## src/rtl/branch_predictor.sv

```systemverilog
// branch_predictor: fetch predictor with a 2-bit counter PHT and a direct-mapped BTB.
// Define BP_GSHARE_EN to XOR a global history register into the PHT index (gshare).
module branch_predictor #(
  parameter int WIDTH        = 32,
  parameter int PHT_IDX_BITS = 6,
  parameter int BTB_IDX_BITS = 4,
  parameter int GHR_BITS     = 6
)(
  input  logic                    clk_i,
  input  logic                    reset_i,
  input  logic [WIDTH-1:0]        pc_f_i,
  output logic                    pc_src_pred_f_o,
  output logic [WIDTH-1:0]        pred_target_f_o,
  output logic [PHT_IDX_BITS-1:0] pht_idx_f_o,
  input  logic [WIDTH-1:0]        pc_e_i,
  input  logic [PHT_IDX_BITS-1:0] pht_idx_e_i,
  input  logic [1:0]              branch_op_e_i,
  input  logic                    pc_src_res_e_i,
  input  logic [WIDTH-1:0]        pc_target_e_i,
  input  logic                    stall_e_i,
  output logic [GHR_BITS-1:0]     ghr_o
);
  localparam int PHT_N = 1 << PHT_IDX_BITS;
  localparam int BTB_N = 1 << BTB_IDX_BITS;
  localparam int TAG_W = WIDTH - BTB_IDX_BITS - 2;
  logic [1:0]       pht_q [PHT_N];
  logic [1:0]       pht_d [PHT_N];
  logic             btb_v_q [BTB_N];
  logic             btb_v_d [BTB_N];
  logic [TAG_W-1:0] btb_tag_q [BTB_N];
  logic [TAG_W-1:0] btb_tag_d [BTB_N];
  logic [WIDTH-1:0] btb_tgt_q [BTB_N];
  logic [WIDTH-1:0] btb_tgt_d [BTB_N];
  logic [BTB_IDX_BITS-1:0] bi_f, bi_e;
  logic [TAG_W-1:0] tag_f, tag_e;
  logic [1:0] ctr_e;
  logic upd, taken, hit, unused;
  assign upd    = branch_op_e_i[0] & ~stall_e_i;
  assign taken  = pc_src_res_e_i | branch_op_e_i[1];
  assign bi_f   = pc_f_i[BTB_IDX_BITS+1:2];
  assign bi_e   = pc_e_i[BTB_IDX_BITS+1:2];
  assign tag_f  = pc_f_i[WIDTH-1:BTB_IDX_BITS+2];
  assign tag_e  = pc_e_i[WIDTH-1:BTB_IDX_BITS+2];
  assign ctr_e  = pht_q[pht_idx_e_i];
  assign unused = ^{pc_f_i[1:0], pc_e_i[1:0]};
  assign hit             = btb_v_q[bi_f] && (btb_tag_q[bi_f] == tag_f);
  assign pc_src_pred_f_o = hit & pht_q[pht_idx_f_o][1];
  assign pred_target_f_o = hit ? btb_tgt_q[bi_f] : '0;
`ifdef BP_GSHARE_EN
  logic [GHR_BITS-1:0] ghr_q, ghr_d;
  // Only conditional branches carry direction information worth recording.
  assign ghr_d       = (upd && branch_op_e_i == 2'b01) ? {ghr_q[GHR_BITS-2:0], pc_src_res_e_i} : ghr_q;
  assign ghr_o       = ghr_q;
  assign pht_idx_f_o = pc_f_i[PHT_IDX_BITS+1:2] ^ PHT_IDX_BITS'(ghr_q);
  always_ff @(posedge clk_i)
    ghr_q <= reset_i ? '0 : ghr_d;
`else
  assign ghr_o       = '0;
  assign pht_idx_f_o = pc_f_i[PHT_IDX_BITS+1:2];
`endif
  always_comb begin
    pht_d     = pht_q;
    btb_v_d   = btb_v_q;
    btb_tag_d = btb_tag_q;
    btb_tgt_d = btb_tgt_q;
    if (upd)
      pht_d[pht_idx_e_i] = taken ? ((ctr_e == 2'b11) ? 2'b11 : ctr_e + 2'b01)
                                 : ((ctr_e == 2'b00) ? 2'b00 : ctr_e - 2'b01);
    if (upd && pc_src_res_e_i) begin
      btb_v_d[bi_e]   = 1'b1;
      btb_tag_d[bi_e] = tag_e;
      btb_tgt_d[bi_e] = pc_target_e_i;
    end
  end
  always_ff @(posedge clk_i) begin
    if (reset_i) begin
      pht_q     <= '{default: 2'b01};
      btb_v_q   <= '{default: 1'b0};
      btb_tag_q <= '{default: '0};
      btb_tgt_q <= '{default: '0};
    end else begin
      pht_q     <= pht_d;
      btb_v_q   <= btb_v_d;
      btb_tag_q <= btb_tag_d;
      btb_tgt_q <= btb_tgt_d;
    end
  end
endmodule

```

## config.mk

```make
export PLATFORM = sky130hd
export DESIGN_NAME = branch_predictor
export DESIGN_NICKNAME = d
export VERILOG_FILES = /design/src/rtl/branch_predictor.sv
export SDC_FILE = /design/constraint.sdc
export NUM_CORES = 2
export LEC_CHECK = 0
export BUFFER_PORTS_ARGS = -buffer_cell sky130_fd_sc_hd__buf_2
export CORE_ASPECT_RATIO = 1.25
export CORE_MARGIN = 2
export CORE_UTILIZATION = 45
export CTS_BUF_LIST = sky130_fd_sc_hd__clkbuf_8
export DETAILED_ROUTE_END_ITERATION = 8
export GPL_TIMING_DRIVEN = 0
export PLACE_DENSITY = 0.67
export SYNTH_ARGS = -nofsm -noshare
export SYNTH_HDL_FRONTEND = slang
export SYNTH_SLANG_ARGS = --single-unit
export TNS_END_PERCENT = 1
```

## constraint.sdc

```tcl
create_clock -name clk_i -period 4.75 [get_ports clk_i]
set_clock_uncertainty 0.15 [all_clocks]
set_input_delay 0.475 -clock clk_i [delete_from_list [all_inputs] [get_ports clk_i]]
set_output_delay 0.475 -clock clk_i [all_outputs]
set_load 0.01 [all_outputs]
```

==> flow_summary.ini <==
[drt]
drt_iter0_drc = 5926
wl_per_cell_um = 25.7
vias = 44405
firstDrtPassIters = 6
finalWirelength_um = 187000
drc = 0
drtAntennaViolNets = 0
vias_per_cell = 6.09

[sta]
max-slew-margin-rel_pct = 2.27
worstMarginPinSlew_ns = 1.46
tns_ns = -0.0469
min_period_ns = 4.78
fin_crit_sh_pct = 101
hold_viol_final = 0
setup_viol = 2
grt_setup_unrepaired = true
max_freq_ghz = 0.209
setup_ws_ns = -0.0296
slew_viol_final = 0

[clock_tree]
cts_inserted_buffers = 172
cts_buffer_depth = 3
h-tree-depth = 4
clkTransAtPathRegs_ns = 0.07
insertion_delay_ns = 0.93
root_buffer = clkbuf_8
cts_sinks = 1072
cts_tree = built

[layout]
postLayoutCoreUtil_pct = 52.0
layout_common_cells = nand2_1, dfxtp_1, a21oi_1
fillerInstances = 9735
seq_area_mm2 = 0.0215
area_growth_pct = 14.1
drive_gt1_share_pct = 13.2
nets = 5904
layout.cells.most_common = nand2_1
multi_input_area_mm2 = 0.0236

[floorplanning]
die_w_um = 294
rows = 132
die_area_mm2 = 0.108
die_h_um = 366
core_mm2 = 0.104
ioPinCount = 153
initial_core_util_pct = 45.5

[yosys]
synth_edf_count = 0
synthArstFlopShare_pct = 0
synth_cell_type_count = 57
netlist_area_mm2 = 0.0473
ys_seq_elements = 1072
syn_area_per_cell_um2 = 8.63
synth_top_area_share_pct = 45.4
yosysWarnings = 0
syn_inst = 5477
synth.area.top_cells = dfxtp_1, nand2_1, mux4_2
synthFlopType = dfxtp_1
synth_top_area_cell = dfxtp_1
ys_seq_area_share_pct = 45.4

[placement]
dpl.hpwl_um = 130000
port_buffers = 76
gp_congestion = 0.970

[setup_path]
worstReg2RegStart = pht_q[1]$_SDFFE_PP0P_
cp-end-kind = primary output
crit_arrival_ns = 4.15
r2r_setup_slack_ns = 1.33
worstSetupPathType = flop to primary output
startpoint_type = flop
crit_end = pred_target_f_o[31]
cp.required_ns = 4.12
ff2ff_path_depth = 9
rr_endpoint = pht_q[14]$_SDFFE_PP1P_
crit_start = btb_tag_q[13]$_SDFFE_PP0P_
cp_max_fo = 5

[power]
p_leak_nw = 17.6
powerDensity_mw_per_mm2 = 344
peakVddDrop_mv = 0.319

[global_routing]
grt_max_degree = 17
antenna_found_initial = 15
grt_pass1_vias = 42140
grt_first_pass_wirelength_um = 271000
grt.total_usage_pct = 33.9
grt_overflow = 0

[run_status]
status = complete, but fails checks
violations = setup timing

[job]
drv_cap = 0

[min_path]
hold_class = input port to flop
==> area by class of cell <==
| cell class | count | share of cell area (%) |
|---|---|---|
| flip-flops and latches | 1072 | 39.8 |
| clock buffers | 211 | 5.38 |
| well taps | 1340 | 3.11 |
| plain buffers | 571 | 5.07 |
| diodes | 13 | 0.0603 |
| clock inverters | 100 | 1.03 |
| repair buffers | 140 | 1.89 |
| inverters | 4 | 0.0278 |
| multi-input cells | 3835 | 43.7 |
==> registers in the layout (all words and copies together) (netlist names) <==
register	count
btb_tgt_q	512
btb_tag_q	416
pht_q	128
btb_v_q	16
==> worst max-delay path, stage by stage (launching register included) <==
cell	delay, ns
dfxtp_1	0.31
mux4_2	0.49
mux2i_1	0.21
xnor2_1	0.09
or4_1	0.52
a22o_1	0.24
or4_4	0.56
buf_12	0.18
nor3b_4	0.41
buf_2	0.22
==> power by group <==
part / leakage [nW] / switching, W / total [W] / internal (W)
Combinational: 6.89 / 0.000986 / 0.00136 / 0.000373
Clock: 2.04 / 0.00400 / 0.00815 / 0.00415
Sequential: 8.64 / 0.0000195 / 0.00905 / 0.00903
==> cells by family after synthesis <==
| kind of cell | count (synthesis) | synth area share, % |
|---|---|---|
| AND/OR/NAND/NOR | 2211 | 19.1 |
| multiplexers | 391 | 16.1 |
| other | 1 | 0.00793 |
| buffers and inverters | 575 | 5.12 |
| adder cells (fa/ha/maj) | 1 | 0.0212 |
| XOR/XNOR | 31 | 0.574 |
| AO/OA/AOI/OAI | 1195 | 13.7 |
| flip-flops | 1072 | 45.4 |
==> worst min path at each step <==
stage / startpoint / to / cells after the start
floorplan: pht_q[72]$_SDFFE_PP1P_ / pht_q[72]$_SDFFE_PP1P_ / 2
global placement: btb_tag_q[91]$_SDFFE_PP0P_ / btb_tag_q[91]$_SDFFE_PP0P_ / 2
detailed placement: btb_tag_q[249]$_SDFFE_PP0P_ / btb_tag_q[249]$_SDFFE_PP0P_ / 2
CTS: pht_idx_e_i[5] / pht_q[20]$_SDFFE_PP1P_ / 5
global route: pht_idx_e_i[5] / pht_q[20]$_SDFFE_PP1P_ / 5
finish: pht_idx_e_i[5] / pht_q[20]$_SDFFE_PP1P_ / 5
==> synth_stat cells (8+ instances only) <==
cell type     n
buf_1        31
buf_4        22
a22oi_1      17
buf_2        47
nor3_1        8
dfxtp_1    1072
clkbuf_1    458
xor2_1       26
a21oi_1    1001
nand3b_1     69
mux2_2       13
nand3_1      11
o21ai_0       8
nand2_1    1961
mux2i_1      86
nor3b_1       8
nor2b_1      16
a221oi_1     10
nor2_1       69
nor3b_2      30
buf_6        10
mux4_2      287
o31ai_1     128
==> per-stage QoR <==
stage / area (um^2) / hold WS [ns] / instances / setup slack [ns] / total power [W]
floorplan: 47300 / 0.280 / 5482 / 0.915 / 0.00996
global placement: 49400 / 0.288 / 6898 / -2.52 / 0.0105
finish: 54000 / 0.146 / 7286 / -0.0296 / 0.0186
detailed placement: 49400 / 0.294 / 6901 / -2.48 / 0.0105
global route: 54000 / 0.206 / 7279 / -0.0307 / 0.0189
CTS: 53800 / 0.0678 / 7273 / 0.0111 / 0.0184
==> what timing repair did <==
item / in CTS / in global routing
endpoints found under the hold margin: 348 / 0
setup buffers: 3 / 0
resized for setup: 110 / 30
pin swaps: 8 / 5
endpoints found under the setup margin: 33 / 33
hold buffers: 58 / 0
==> per-layer routing <==
layer,vias up,GRT usage (%),wire (um)
met5,-,0.452,138
met4,12,25.7,15600
met3,819,8.25,21700
met2,3072,51.1,81700
met1,21158,41.7,68200
li1,19344,-,-
Note: power is estimated with default switching activity, not from simulation.
